===== config.mk =====
export PLATFORM = sky130hd
export DESIGN_NAME = dmem_arbiter
export DESIGN_NICKNAME = d
export VERILOG_FILES = /design/src/rtl/dmem_arb_pkg.sv /design/src/rtl/arb_pick.sv /design/src/rtl/dmem_arbiter.sv
export SDC_FILE = /design/constraint.sdc
export NUM_CORES = 1
export LEC_CHECK = 0
export ABC_CLOCK_PERIOD_IN_PS = 1810
export BUFFER_PORTS_ARGS = -buffer_cell sky130_fd_sc_hd__clkbuf_2
export CORE_MARGIN = 3
export CORE_UTILIZATION = 41
export DETAILED_ROUTE_END_ITERATION = 10
export PLACE_DENSITY = 0.87
export SYNTH_ARGS = -nofsm -noshare
export SYNTH_HDL_FRONTEND = slang
export SYNTH_SLANG_ARGS = --single-unit

===== constraint.sdc =====
create_clock -name clk -period 1.81 [get_ports clk]
set_clock_uncertainty 0.05 [all_clocks]
set_input_delay 0 -clock clk [delete_from_list [all_inputs] [get_ports clk]]
set_output_delay 0 -clock clk [all_outputs]
set_load 0.005 [all_outputs]

===== src/rtl/dmem_arb_pkg.sv =====
// rtl/dmem_arb_pkg.sv - shared widths, FSM state codes and owner codes for the data memory arbiter
package dmem_arb_pkg;

    localparam int REG_WIDTH  = 12;
    localparam int ADDR_WIDTH = 12;

    typedef enum logic [1:0] {
        ST_IDLE  = 2'd0,
        ST_GRANT = 2'd1,
        ST_RDATA = 2'd2
    } state_e;

    typedef enum logic {
        OWN_CPU  = 1'b0,
        OWN_HOST = 1'b1
    } owner_e;

endpackage


===== src/rtl/arb_pick.sv =====
// rtl/arb_pick.sv - combinational winner select; ARB_ROUND_ROBIN_EN selects round robin, else fixed CPU priority
module arb_pick
    import dmem_arb_pkg::*;
(
    input  logic   cpu_req,
    input  logic   host_req,
    input  owner_e last_owner,
    output owner_e winner
);

    always_comb begin
        winner = last_owner;
        if (cpu_req && host_req) begin
`ifdef ARB_ROUND_ROBIN_EN
            // On a tie, hand the memory to whoever was not served last
            winner = (last_owner == OWN_CPU) ? OWN_HOST : OWN_CPU;
`else
            winner = OWN_CPU;
`endif
        end else if (cpu_req) begin
            winner = OWN_CPU;
        end else if (host_req) begin
            winner = OWN_HOST;
        end
    end

endmodule


===== src/rtl/dmem_arbiter.sv =====
// rtl/dmem_arbiter.sv - serialises CPU and host accesses to the single-port data memory (ARB_ROUND_ROBIN_EN in arb_pick)
module dmem_arbiter
    import dmem_arb_pkg::*;
#(
    parameter int reg_width  = REG_WIDTH,
    parameter int addr_width = ADDR_WIDTH
) (
    input  logic                  clk,
    input  logic                  reset,
    input  logic                  cpu_req,
    input  logic                  cpu_we,
    input  logic [addr_width-1:0] cpu_addr,
    input  logic [reg_width-1:0]  cpu_wdata,
    output logic                  cpu_gnt,
    output logic                  cpu_rvalid,
    output logic [reg_width-1:0]  cpu_rdata,
    input  logic                  host_req,
    input  logic                  host_we,
    input  logic [addr_width-1:0] host_addr,
    input  logic [reg_width-1:0]  host_wdata,
    output logic                  host_gnt,
    output logic                  host_rvalid,
    output logic [reg_width-1:0]  host_rdata,
    output logic [addr_width-1:0] mem_address,
    output logic [reg_width-1:0]  mem_data,
    output logic                  mem_wren,
    input  logic [reg_width-1:0]  mem_q,
    output logic                  busy,
    output logic                  owner
);

    state_e                  state_q;
    owner_e                  owner_q;
    owner_e                  winner;
    logic                    cpu_gnt_q, host_gnt_q;
    logic                    cpu_rvalid_q, host_rvalid_q;
    logic [reg_width-1:0]    cpu_rdata_q, host_rdata_q;
    logic [addr_width-1:0]   mem_address_q;
    logic [reg_width-1:0]    mem_data_q;
    logic                    mem_wren_q;
    logic                    sel_we;
    logic [addr_width-1:0]   sel_addr;
    logic [reg_width-1:0]    sel_wdata;

    arb_pick u_pick (
        .cpu_req    (cpu_req),
        .host_req   (host_req),
        .last_owner (owner_q),
        .winner     (winner)
    );

    always_comb begin
        sel_we    = cpu_we;
        sel_addr  = cpu_addr;
        sel_wdata = cpu_wdata;
        if (winner == OWN_HOST) begin
            sel_we    = host_we;
            sel_addr  = host_addr;
            sel_wdata = host_wdata;
        end
    end

    always_ff @(posedge clk) begin
        if (!reset) begin
            state_q       <= ST_IDLE;
            owner_q       <= OWN_HOST;
            cpu_gnt_q     <= 1'b0;
            host_gnt_q    <= 1'b0;
            cpu_rvalid_q  <= 1'b0;
            host_rvalid_q <= 1'b0;
            cpu_rdata_q   <= '0;
            host_rdata_q  <= '0;
            mem_address_q <= '0;
            mem_data_q    <= '0;
            mem_wren_q    <= 1'b0;
        end else begin
            // Handshake pulses and memory pins default low; only the issuing state raises them
            cpu_gnt_q     <= 1'b0;
            host_gnt_q    <= 1'b0;
            cpu_rvalid_q  <= 1'b0;
            host_rvalid_q <= 1'b0;
            mem_address_q <= '0;
            mem_data_q    <= '0;
            mem_wren_q    <= 1'b0;
            case (state_q)
                ST_IDLE: begin
                    if (cpu_req || host_req) begin
                        owner_q       <= winner;
                        state_q       <= ST_GRANT;
                        mem_address_q <= sel_addr;
                        mem_data_q    <= sel_wdata;
                        mem_wren_q    <= sel_we;
                        cpu_gnt_q     <= (winner == OWN_CPU);
                        host_gnt_q    <= (winner == OWN_HOST);
                    end
                end
                ST_GRANT: begin
                    state_q <= mem_wren_q ? ST_IDLE : ST_RDATA;
                end
                ST_RDATA: begin
                    if (owner_q == OWN_CPU) begin
                        cpu_rdata_q  <= mem_q;
                        cpu_rvalid_q <= 1'b1;
                    end else begin
                        host_rdata_q  <= mem_q;
                        host_rvalid_q <= 1'b1;
                    end
                    state_q <= ST_IDLE;
                end
                default: state_q <= ST_IDLE;
            endcase
        end
    end

    // Reset must also block a write already sitting on the memory pins
    assign mem_wren    = mem_wren_q & reset;
    assign mem_address = mem_address_q;
    assign mem_data    = mem_data_q;
    assign cpu_gnt     = cpu_gnt_q;
    assign host_gnt    = host_gnt_q;
    assign cpu_rvalid  = cpu_rvalid_q;
    assign host_rvalid = host_rvalid_q;
    assign cpu_rdata   = cpu_rdata_q;
    assign host_rdata  = host_rdata_q;
    assign busy        = (state_q != ST_IDLE);
    assign owner       = owner_q;

endmodule


Word level (Yosys, flattened, before mapping):

Cells that the tools add are included.

* register bits: 56
* input bits: 66
* output and inout port bits: 55
* logic and storage cells: 37

* equal/unequal tests: 3
* multiplexer cells: 11
* bitwise logic cells: 3
* reductions and logical operators: 9

Operators with widths (count)
* $mux W12: 2
* $reduce_and A2 Y1: 4
* $mux W1: 6
* $mux W2: 2
* $pmux W2 S2: 1
* $reduce_and A3 Y1: 1
* $eq A2 B1 Y1 const B: 1
* $eq A2 B2 Y1 const B: 1
* $logic_not A2 Y1: 1
* $ne A2 B2 Y1 const B: 1
* $not A1 Y1: 2
* $reduce_bool A2 Y1: 1
* $and A1 B1 Y1: 1
* $logic_and A1 B1 Y1: 1
* $logic_or A1 B1 Y1: 1

Longest topological paths before layout:

Gate-level depths: netlist of the first run.

* depth in word-level cells: 4
* mapped depth: 5
* mapped depth without buffers: 2

By module:

Synthesis of the first run repeated with hierarchy kept, for this count alone.

* cell total of the unflattened synthesis: 198
* area, all modules: 1934.4 um2

Modules (own cells, without submodules)
* dmem_arbiter: times used 1, cells each 197, area an instance 1924.3 um2, sequential area each 1121.1 um2
* arb_pick: times used 1, cells each 1, area an instance 10.0 um2, sequential area each 0.0 um2

Worst setup path after synthesis of the first run:

No wires, ideal clock.

* path kind: register to register
* start: reg state_q[1]
* end: reg cpu_rdata_q[10] (netlist: cpu_rdata[10])
* library setup time: 0.072 ns
* arrival time: 1.098 ns
* required time: 1.688 ns
* path slack: 0.590 ns
* cell stages (with the launch flop): 4
* buffers on the path: 1
* clock period less this slack: 1.220 ns
* path through: dfxtp_1 > nor3b_4 > buf_6 > mux2i_1

* cells in the longest elaborated chain, start to end: 2

RTL lines
* start: declaration: line dmem_arbiter.sv:32 `state_e state_q;`
* start signal: assignment: line dmem_arbiter.sv:98 `state_q <= mem_wren_q ? ST_IDLE : ST_RDATA;`
* $eq A2 B2 Y1: line dmem_arbiter.sv:85 `case (state_q)`
* $reduce_and A2 Y1 (no line)
* end signal: assignment: line dmem_arbiter.sv:102 `cpu_rdata_q <= mem_q;`
* end: declaration: line dmem_arbiter.sv:37 `logic [reg_width-1:0] cpu_rdata_q, host_rdata_q;`

Every way passes these cells.
A chain may end at the register's enable or synchronous reset.

Worst setup path after layout of the first run:

* start: reg state_q[0]
* end: reg state_q[0]

* cells in the longest elaborated chain, start to end: 2
* elaborated cells on any way between the ends: 4
* those cells by class: eq/ne (2); mux (1); reduce/logical (1)

RTL lines (line)
* $eq A2 B1 Y1 or $logic_not A2 Y1 (tied branches): dmem_arbiter.sv:85
* $pmux W2 S2 or $ne A2 B2 Y1 (tied branches)

Parallel ways exist; a longest one is shown, timed or not.

==> results of run 1 <==
critical path: stages, from the launching register on:
cell	delay (ns)
dfxtp_1	0.43
nor3b_4	0.20
buf_4	0.31
o21a_1	0.18
dlygate4sd3_1	0.55
per-layer routing:
| metal | track usage | wire length, um | share of wire |
|---|---|---|---|
| met1 | 0.287 | 2600 | 0.39 |
| met2 | 0.411 | 3260 | 0.49 |
| met3 | 0.0788 | 700 | 0.10 |
| met4 | 0.0680 | 103 | 0.015 |
| met5 | 0 | 0 | 0 |
Yosys cell counts:
cell type   n  area [um2]
dfxtp_1    56        1120
buf_2       7        35.0
mux2i_1    24         240
or2_2       1        6.26
nor4b_1     1        8.76
buf_4       3        22.5
nand3b_1    1        7.51
clkbuf_1    4        15.0
nand2_1    36         135
nor3b_4     2        37.5
nor2_1      1        3.75
a31oi_1     1        6.26
and2_1      3        18.8
nor4bb_1    1        10.0
o21a_1      1        7.51
nor2b_1     1        6.26
inv_1       2        7.51
a32o_1     25         250
buf_6       1        11.3
or3b_2      1        8.76
power breakdown:
group | internal [W] | leakage (nW) | switching (W)
logic | 0.000243 | 1.11 | 0.000175
registers | 0.00129 | 0.457 | 0.0000348
clock network | 0.000488 | 0.0645 | 0.000374
repair_timing:
item / CTS / global route
hold buffers: 65 / 0
endpoints found under the hold margin: 52 / 0
setup endpoints to repair: 0 / 0
setup buffers: 0 / 0
per-stage QoR:
step / std cells / util / hold slack, ns
after floorplan: 172 / - / 0.0602
after global placement: 334 / 0.580 / 0.160
after detailed placement: 334 / 0.580 / 0.164
after CTS: 407 / 0.754 / 0.193
after global routing: 407 / 0.754 / 0.226
final: 407 / 0.754 / 0.237
state kept, by name (all words and copies together), names as in the netlist:
register,count
mem_wren_q,1
state_q,2
mem_data,12
host_rdata,12
host_rvalid,1
cpu_rvalid,1
cpu_rdata,12
mem_address,12
cpu_gnt,1
host_gnt,1
owner,1
final cells by class:
type	count	area share
repair buffers	190	0.382
inverters	2	0.00223
clock buffers	7	0.0286
well taps	52	0.0193
multi-input cells	99	0.227
flip-flops and latches	56	0.332
clock inverters	1	0.00890
worst max-delay path by stage:
stage / from / end / slack, ns / depth (start not counted)
global route: state_q[1] / state_q[0] / 0.004 / 4
floorplan: state_q[1] / cpu_rdata[10] / 0.59 / 3
global placement: host_req / mem_address[11] / 0.54 / 3
finish: state_q[0] / state_q[0] / 0.04 / 4
CTS: state_q[0] / state_q[0] / 0.09 / 4
detailed placement: host_req / mem_data[4] / 0.48 / 3
cell families (layout without fill, tap and decap cells):
family,Yosys count,in the layout,share of synthesized area
DFF,56,56,0.572
and+or+nand+nor,48,48,0.124
AOI/OAI and AO/OA,27,27,0.135
muxes,24,24,0.123
buffers and inverters,17,200,0.0466
==> impl_results.md, run 1 <==
* Routed len/inst at roughly 16 um
* Final instance area at about 0.0034 mm2
* Mapped Cells at 172
* Vias per Instance at 5.13
* First-pass GRT wire length at just over 10 mm
* Core Region at ~0.0045 mm2
* Pin count of the biggest net entering global routing at 40
* Routed wire length at between 6 and 7 mm
* Ys Warns at 0
* Reg area at between 0.001 and 0.0015 mm2
* Headroom to the max-slew limit at 0.290
* Hold Startpoint: cpu_req
* Nets at 420
* Register area share after synthesis at 0.572
* Fin. max-slew vios at 0
* CTS resizes at 0
* Power consumption at 0.00260 W
* Dpl ws at 0.482 ns
* GR Util All Layers at 0.239
* Die width at between 70 and 80 um
* Worst Setup Start Kind: register
* Net count after synthesis at around 240
* # setup viols final at 0
* Ant diodes at 0
* Setup_tns at 0 ns
* Synth cell types at 20
* Final RePlAce weighted congestion at approximately 0.76
* Worst Path Arrival at between 1.5 and 2 ns
* Overflow left after global routing at 0
* Worst reg2reg path endpoint: state_q[0]
* Worst setup slack after layout at just over 0.04 ns
* Crit path max fanout at 27
* Crit. End Element: register
* Hold Fails Final Rpt at 0
* Power Dens Cells at 772 mW/mm2
* Worst-Margin Slew at 1.06 ns
* Hold WC Path Type: in -> reg
* Register-to-register path setup slack at between 0.04 and 0.05 ns
* Initial core utilization at 0.438
* Cell Area, Synth at 0.00196 mm2
* Most frequent cells in the layout: clkbuf_2, dlygate4sd3_1, dfxtp_1, nand2_1, a32o_1
* Reg-to-reg startpoint: state_q[0]
* CTS buffer count at 5
* # clock sinks at 56
* Fmax at roughly 0.57 GHz
* Placement Cell Area at between 0.002 and 0.003 mm2
* Fill cells at ~290
* Initial antenna violation count at 0
* 1st-iter DRT viols at 85
* Reg2Reg Depth at 4
* Post-route DRC at 0
* Rows at 24
* Commonest non-fill, non-tap cell in the layout: clkbuf_2
* Worst vdd ir at between 0.4 and 0.5 mV
* Status: finished clean
* CP Class: reg -> reg
* Max clock buf depth at 2
* Die ar. at 0.00564 mm2
* Min cycle time layout at roughly 1.8 ns
* IO Pins at 121
* CTS tree: done
* Syn_area_per_cell at 11.4 um2
* Footprint of the multi-input gates at between 700 and 800 um2
* ANT nets after route at 0
* Drt pass-1 iters at 4
* Root buf cell: clkbuf_8
* Req. time, crit path at ~2.0 ns
* Max-cap violations at 0
* Hold endpoint: cpu_gnt
* H-tree depth at 2
* Fin crit share at 0.977
* Syn-to-layout area delta at 72.2%
* Number of global-route vias before repair at 2080
* Chip height at approximately 75 um
* Clk pin slew, worst setup/hold paths at 0.09 ns
* DP HPWL at around 3.7 mm
* Worst skew pair latency at approximately 0.29 ns
* RSZ-0062 raised after global routing: false
* Via Count at roughly 2100
* Post-synthesis register bit count at 56
* Share of cells above drive strength 1 at 0.392
* Leak Pwr at roughly 1.6 nW
* Hold Path Cell Cnt at 3
* I/O Buffers at 120
(Power assumes the default switching activity.)
==> run 2, diff against run 1 <==
--- a/config.mk
+++ b/config.mk
@@ -10,7 +10,7 @@
 export CORE_MARGIN = 3
 export CORE_UTILIZATION = 41
 export DETAILED_ROUTE_END_ITERATION = 10
-export PLACE_DENSITY = 0.87
+export PLACE_DENSITY = 0.77
 export SYNTH_ARGS = -nofsm -noshare
 export SYNTH_HDL_FRONTEND = slang
 export SYNTH_SLANG_ARGS = --single-unit
==> run 2 against run 1 <==
  * Final cell count grew 0.25%
  * Clock power fell by 21%
  * Critical path type unchanged
  * Sequential share of layout area rose by 0.099 points
  * Hold slack improved by 0.17 ns
==> impl_results.md, run 2 (synthesis results as in run 1) <==
* Reg2Reg Depth at 4 (unchanged)
* # setup viols final at 0 (unchanged)
* First-pass GRT wire length at 10.7 mm (+5.7%)
* CP Class: reg -> reg
* Routed len/inst at 16.5 um (+0.65%)
* CTS tree: done
* Die width at 75.1 um (unchanged)
* Initial core utilization at 0.438 (unchanged)
* Root buf cell: clkbuf_8
* Rows at 24 (unchanged)
* Chip height at 75.1 um (unchanged)
* CP max stage delay at 0.53 ns (-0.02 ns)
* H-tree depth at 2 (unchanged)
* I/O Buffers at 120 (unchanged)
* Register-to-register path setup slack at 0.13 ns (+0.09 ns)
* Share of cells above drive strength 1 at 0.385 (-0.00672)
* Fin crit share at 0.927 (-0.0502)
* Leak Pwr at 1.62 nW (-0.64%)
* Pin count of the biggest net entering global routing at 39 (-2.5%)
* Clk pin slew, worst setup/hold paths at 0.09 ns (about the same)
* Syn-to-layout area delta at 71.6%
* Worst Path Arrival at 1.87 ns (-0.09 ns)
* Commonest non-fill, non-tap cell in the layout: clkbuf_2
* Hold WC Path Type: reg -> reg
* Post-route DRC at 0 (unchanged)
* ANT nets after route at 0 (unchanged)
* Placed cell count at 334 (unchanged)
* Status: finished clean
* Min cycle time layout at 1.68 ns (-0.0909 ns)
* Worst-Margin Slew at 1.02 ns (-0.0371 ns)
* Fmax at 0.596 GHz (+5.4%)
* # clock sinks at 56 (unchanged)
* Worst vdd ir at 0.459 mV (-5.3%)
* Power consumption at 0.00243 W (-6.8%)
* Hold Fails Final Rpt at 0 (unchanged)
* Core Region at 0.00447 mm2 (unchanged)
* Crit. End Element: register
* 1st-iter DRT viols at 93 (+9.4%)
* Ant diodes at 0 (unchanged)
* IO Pins at 121 (unchanged)
* Overflow left after global routing at 0 (unchanged)
* DP HPWL at 3.61 mm (-2.5%)
* Final RePlAce weighted congestion at 0.704 (-7.7%)
* CP max-delay cell: dlygate4sd3_1
* Most frequent cells in the layout: clkbuf_2, dlygate4sd3_1, dfxtp_1, nand2_1, a32o_1
* Crit path to: state_q[0]
* Headroom to the max-slew limit at 0.315 (+0.0248)
* Die ar. at 0.00564 mm2 (unchanged)
* Worst reg2reg path endpoint: state_q[0]
* Max clock buf depth at 2 (unchanged)
* Routed wire length at 6.73 mm (+0.90%)
* Crit path max fanout at 27 (unchanged)
* Fin. max-slew vios at 0 (unchanged)
* Power Dens Cells at 722 mW/mm2 (-6.5%)
* Req. time, crit path at 2.00 ns (about the same)
* Nets at 421 (+0.24%)
* Drt pass-1 iters at 5 (+1)
* Worst Setup SP: state_q[1]
* Number of global-route vias before repair at 2189 (+5.2%)
* Via Count at 2094 (+0.29%)
* Worst Setup Start Kind: register
* Worst path cell trace: nor3b_4 > buf_6 > o21a_1 > dlygate4sd3_1
* Final cell count without fillers at 408 (+0.25%)
* Worst skew pair latency at 0.29 ns (about the same)
* Setup_tns at 0 ns (unchanged)
* Vias per Instance at 5.13 (about the same)
* Reg-to-reg startpoint: state_q[1]
* Max-cap violations at 0 (unchanged)
* RSZ-0062 raised after global routing: false
* GR Util All Layers at 0.252 (+0.0122)
* Initial antenna violation count at 0 (unchanged)
* CTS buffer count at 5 (unchanged)
-- run 2: worst min-delay path by stage --
stage | startpoint | endpoint | cells past startpoint
3_3_place_gp | cpu_addr[11] | mem_address[11] | 2
6_report | host_rdata[2] | host_rdata[2] | 2
2_1_floorplan | host_req | state_q[0] | 1
4_1_cts | mem_wren_q | state_q[1] | 1
3_5_place_dp | cpu_wdata[2] | mem_data[2] | 2
5_1_grt | cpu_wdata[11] | mem_data[11] | 3
-- run 2: layout make-up --
| type | instances | area, um2 |
|---|---|---|
| Inverter | 2 | 7.51 |
| Clock buffer | 8 | 90.1 |
| Sequential cell | 56 | 1120 |
| Timing Repair Buffer | 191 | 1320 |
| Tap cell | 52 | 65.1 |
| Multi-Input combinational cell | 99 | 764 |
| Fill cell | 281 | 1110 |
-- run 2: routing by layer --
metal | global-route usage | part of all wire | up-vias
met3 | 0.0908 | 0.10 | 20
met5 | 0 | 0 | -
li1 | - | - | 980
met2 | 0.397 | 0.46 | 128
met4 | 0.113 | 0.030 | 0
met1 | 0.309 | 0.41 | 966
-- run 2: power by group --
part / total (W) / leakage [nW] / switching (W) / internal (W)
Combinational: 0.000425 / 1.12 / 0.000175 / 0.000250
Sequential: 0.00132 / 0.457 / 0.0000357 / 0.00129
Clock: 0.000678 / 0.0455 / 0.000365 / 0.000313
Total: 0.00243 / 1.62 / 0.000576 / 0.00185
-- run 2: timing repair --
action	CTS	global route
hold buffers	66	0
endpoints found under the hold margin	53	0
gates resized for setup	0	1
setup endpoints to repair	0	1
buffers inserted	0	0
-- run 2: through the flow --
stage	setup slack, ns	area [um2]	hold WS (ns)	utilization
2_1_floorplan	0.590	1960	0.0602	-
6_report	0.132	3360	0.411	0.752
4_1_cts	0.102	3360	0.368	0.751
3_3_place_gp	0.510	2610	0.162	0.583
3_5_place_dp	0.458	2610	0.164	0.583
5_1_grt	0.0409	3360	0.429	0.752
-- run 2: worst max-delay path: cells and delay by family (launching register included) --
family	cells	cell delay, ns
buf+inv	2	0.77
flops	1	0.42
simple gates	1	0.23
compound gates	1	0.16
==> run 3, diff against run 2 <==
--- a/config.mk
+++ b/config.mk
@@ -9,6 +9,7 @@
 export BUFFER_PORTS_ARGS = -buffer_cell sky130_fd_sc_hd__clkbuf_2
 export CORE_MARGIN = 3
 export CORE_UTILIZATION = 41
+export CTS_BUF_LIST = sky130_fd_sc_hd__clkbuf_2
 export DETAILED_ROUTE_END_ITERATION = 10
 export PLACE_DENSITY = 0.77
 export SYNTH_ARGS = -nofsm -noshare
==> run 3 against run 2 <==
  * Register-to-register slack worse by 0.03 ns
  * Critical endpoint unchanged
  * Final cell count stayed put
  * Cell area is 1.5% lower
  * Clock power is 33% lower
  * Largest cell class unchanged
  * Via count is 0.67% higher
  * Combinational power hardly changed
  * Sequential power hardly changed
==> impl_results.md, run 3 (synthesis results as in run 1) <==
* CP Class: reg -> reg
* Leak Pwr at 1.61 nW (-0.92%)
* I/O Buffers at 120 (unchanged)
* Initial antenna violation count at 0 (unchanged)
* Drt pass-1 iters at 4 (-1)
* Ant diodes at 0 (unchanged)
* First-pass GRT wire length at 10.5 mm (-1.2%)
* Hold WC Path Type: in -> reg
* GR Util All Layers at 0.247 (-0.00498)
* Combinational Power Share at 0.194 (+0.019)
* Worst Setup SP: state_q[0]
* Worst path cell trace: nor3b_4 > buf_6 > o21a_1 > dlygate4sd3_1
* Overflow left after global routing at 0 (unchanged)
* Nets at 421 (unchanged)
* Worst Path Arrival at 2.03 ns (+0.16 ns)
* Sequential Power Share at 0.601 (+0.055)
* Reg2Reg Depth at 4 (unchanged)
* Root buf cell: clkbuf_2
* Sw Share at 0.254 (+0.0172)
* Share of cells above drive strength 1 at 0.388 (+0.00281)
* Fin. max-slew vios at 0 (unchanged)
* Number of global-route vias before repair at 2133 (-2.6%)
* Hold Fails Final Rpt at 0 (unchanged)
* H-tree depth at 2 (unchanged)
* Register-to-register path setup slack at 0.11 ns (-0.03 ns)
* Initial core utilization at 0.438 (unchanged)
* Global-route met1 utilization at 0.311 (+0.00185)
* CP max stage delay at 0.54 ns (about the same)
* Crit. End Element: register
* CTS tree: done
* Worst skew pair latency at 0.40 ns (+0.11 ns)
* Cell-internal power at 0.00165 W (-11%)
* Post-route DRC at 0 (unchanged)
* Syn-to-layout area delta at 69.0%
* Worst reg2reg path endpoint: state_q[0]
* RSZ-0062 raised after global routing: false
* ANT nets after route at 0 (unchanged)
* Pin count of the biggest net entering global routing at 39 (unchanged)
* Fin util at 0.740 (-0.0115)
* CP max-delay cell: dlygate4sd3_1
* Die width at 75.1 um (unchanged)
* Reg-to-reg startpoint: state_q[0]
* Crit path to: state_q[0]
* Chip height at 75.1 um (unchanged)
* Worst Setup Start Kind: register
* Rows at 24 (unchanged)
* # clock sinks at 56 (unchanged)
* Min cycle time layout at 1.70 ns (+0.0263 ns)
* Commonest non-fill, non-tap cell in the layout: clkbuf_2
* Core Region at 0.00447 mm2 (unchanged)
* Vias per Instance at 5.17 (+0.67%)
* Fin crit share at 0.942 (+0.0145)
* IO Pins at 121 (unchanged)
* Crit path max fanout at 27 (unchanged)
* Final RePlAce weighted congestion at 0.704 (unchanged)
* Max clock buf depth at 2 (unchanged)
* Clock network power share at 0.205 (-0.074)
* Fmax at 0.587 GHz (-1.5%)
* Net switching power at 0.000562 W (-2.4%)
* CTS buffer count at 5 (unchanged)
* 1st-iter DRT viols at 124 (+33%)
* Die ar. at 0.00564 mm2 (unchanged)
* Post-CTS setup buffers at 0 (unchanged)
* Clk pin slew, worst setup/hold paths at 0.25 ns (+0.16 ns)
* # setup viols final at 0 (unchanged)
* Fill cells at 279 (-0.71%)
* Worst-Margin Slew at 1.10 ns (+0.0731 ns)
* Met2 usage at 0.401 (+0.00484)
* Req. time, crit path at 2.13 ns (+0.13 ns)
* Via Count at 2108 (+0.67%)
* Worst vdd ir at 0.426 mV (-7.1%)
* Met3 Track Usage GR at 0.0841 (-0.00668)
* Setup_tns at 0 ns (unchanged)
* Routed wire length at 6.80 mm (+1.0%)
* DP HPWL at 3.61 mm (unchanged)
* Grt peak-use layer: met2
* Headroom to the max-slew limit at 0.266 (-0.0489)
* Power Dens Cells at 667 mW/mm2 (-7.6%)
* Most frequent cells in the layout: clkbuf_2, dlygate4sd3_1, dfxtp_1, nand2_1, a32o_1
* Status: finished clean
* Routed len/inst at 16.7 um (+1.0%)
* Max-cap violations at 0 (unchanged)
==> run 3: cell count changes in the layout (fill, tap and decap cells not counted), sizes merged <==
| cell | previous run | this run |
|---|---|---|
| clkinv | 0 | 1 |
| clkbuf | 128 | 127 |
==> run 3: power groups by stage <==
stage / Combinational [W] / Sequential (W) / Clock [W]
after floorplan: 0.000130 / 0.00135 / 0
after global placement: 0.000287 / 0.00134 / 0
after detailed placement: 0.000290 / 0.00135 / 0
after CTS: 0.000403 / 0.00132 / 0.000476
after global routing: 0.000460 / 0.00134 / 0.000522
final: 0.000428 / 0.00133 / 0.000453
==> run 3: cell type report <==
cell class                 instances  area, um2  share of cell area
clock buffer                       7       35.0              0.0106
clock inverter                     1       3.75             0.00113
inverter                           2       7.51             0.00227
multi-input combinational         99        764               0.231
sequential                        56       1120               0.338
tap                               52       65.1              0.0196
timing repair buffer             191       1320               0.397
==> run 3: routing by layer <==
layer  up-vias  wire [um]
met5         -          0
met3        12        735
met1       975       2690
met4         0        104
li1        982          -
met2       139       3260
==> run 3: per-stage QoR <==
stage          instances  cell area [um2]  setup WS (ns)  hold WS [ns]  power [W]
2_1_floorplan        172             1960          0.590        0.0602    0.00148
4_1_cts              408             3310         0.0747         0.236    0.00220
6_report             408             3310          0.105         0.281    0.00221
3_5_place_dp         334             2610          0.458         0.164    0.00164
3_3_place_gp         334             2610          0.510         0.162    0.00163
5_1_grt              408             3310         0.0331         0.245    0.00232
==> run 3: worst max-delay path: cells and delay by family, from the launching register on <==
kind,cells,cell delay (ns)
buffers and inverters,2,0.79
AO/OA/AOI/OAI,1,0.16
flip-flops,1,0.47
AND/OR/NAND/NOR,1,0.21
==> run 3: what timing repair did <==
item	4_1_cts	5_1_grt
resized for setup	0	1
hold endpoints to repair	54	0
setup endpoints to repair	0	1
hold buffers	66	0
==> run 3: worst min-delay path by stage <==
| stage | start | to | slack (ns) | cells after the start |
|---|---|---|---|---|
| 3_5_place_dp | cpu_wdata[2] | mem_data[2] | 0.16 | 2 |
| 6_report | cpu_addr[3] | mem_address[3] | 0.28 | 3 |
| 4_1_cts | cpu_addr[0] | mem_address[0] | 0.24 | 3 |
| 5_1_grt | cpu_addr[11] | mem_address[11] | 0.24 | 3 |
| 2_1_floorplan | host_req | state_q[0] | 0.06 | 1 |
| 3_3_place_gp | cpu_addr[11] | mem_address[11] | 0.16 | 2 |
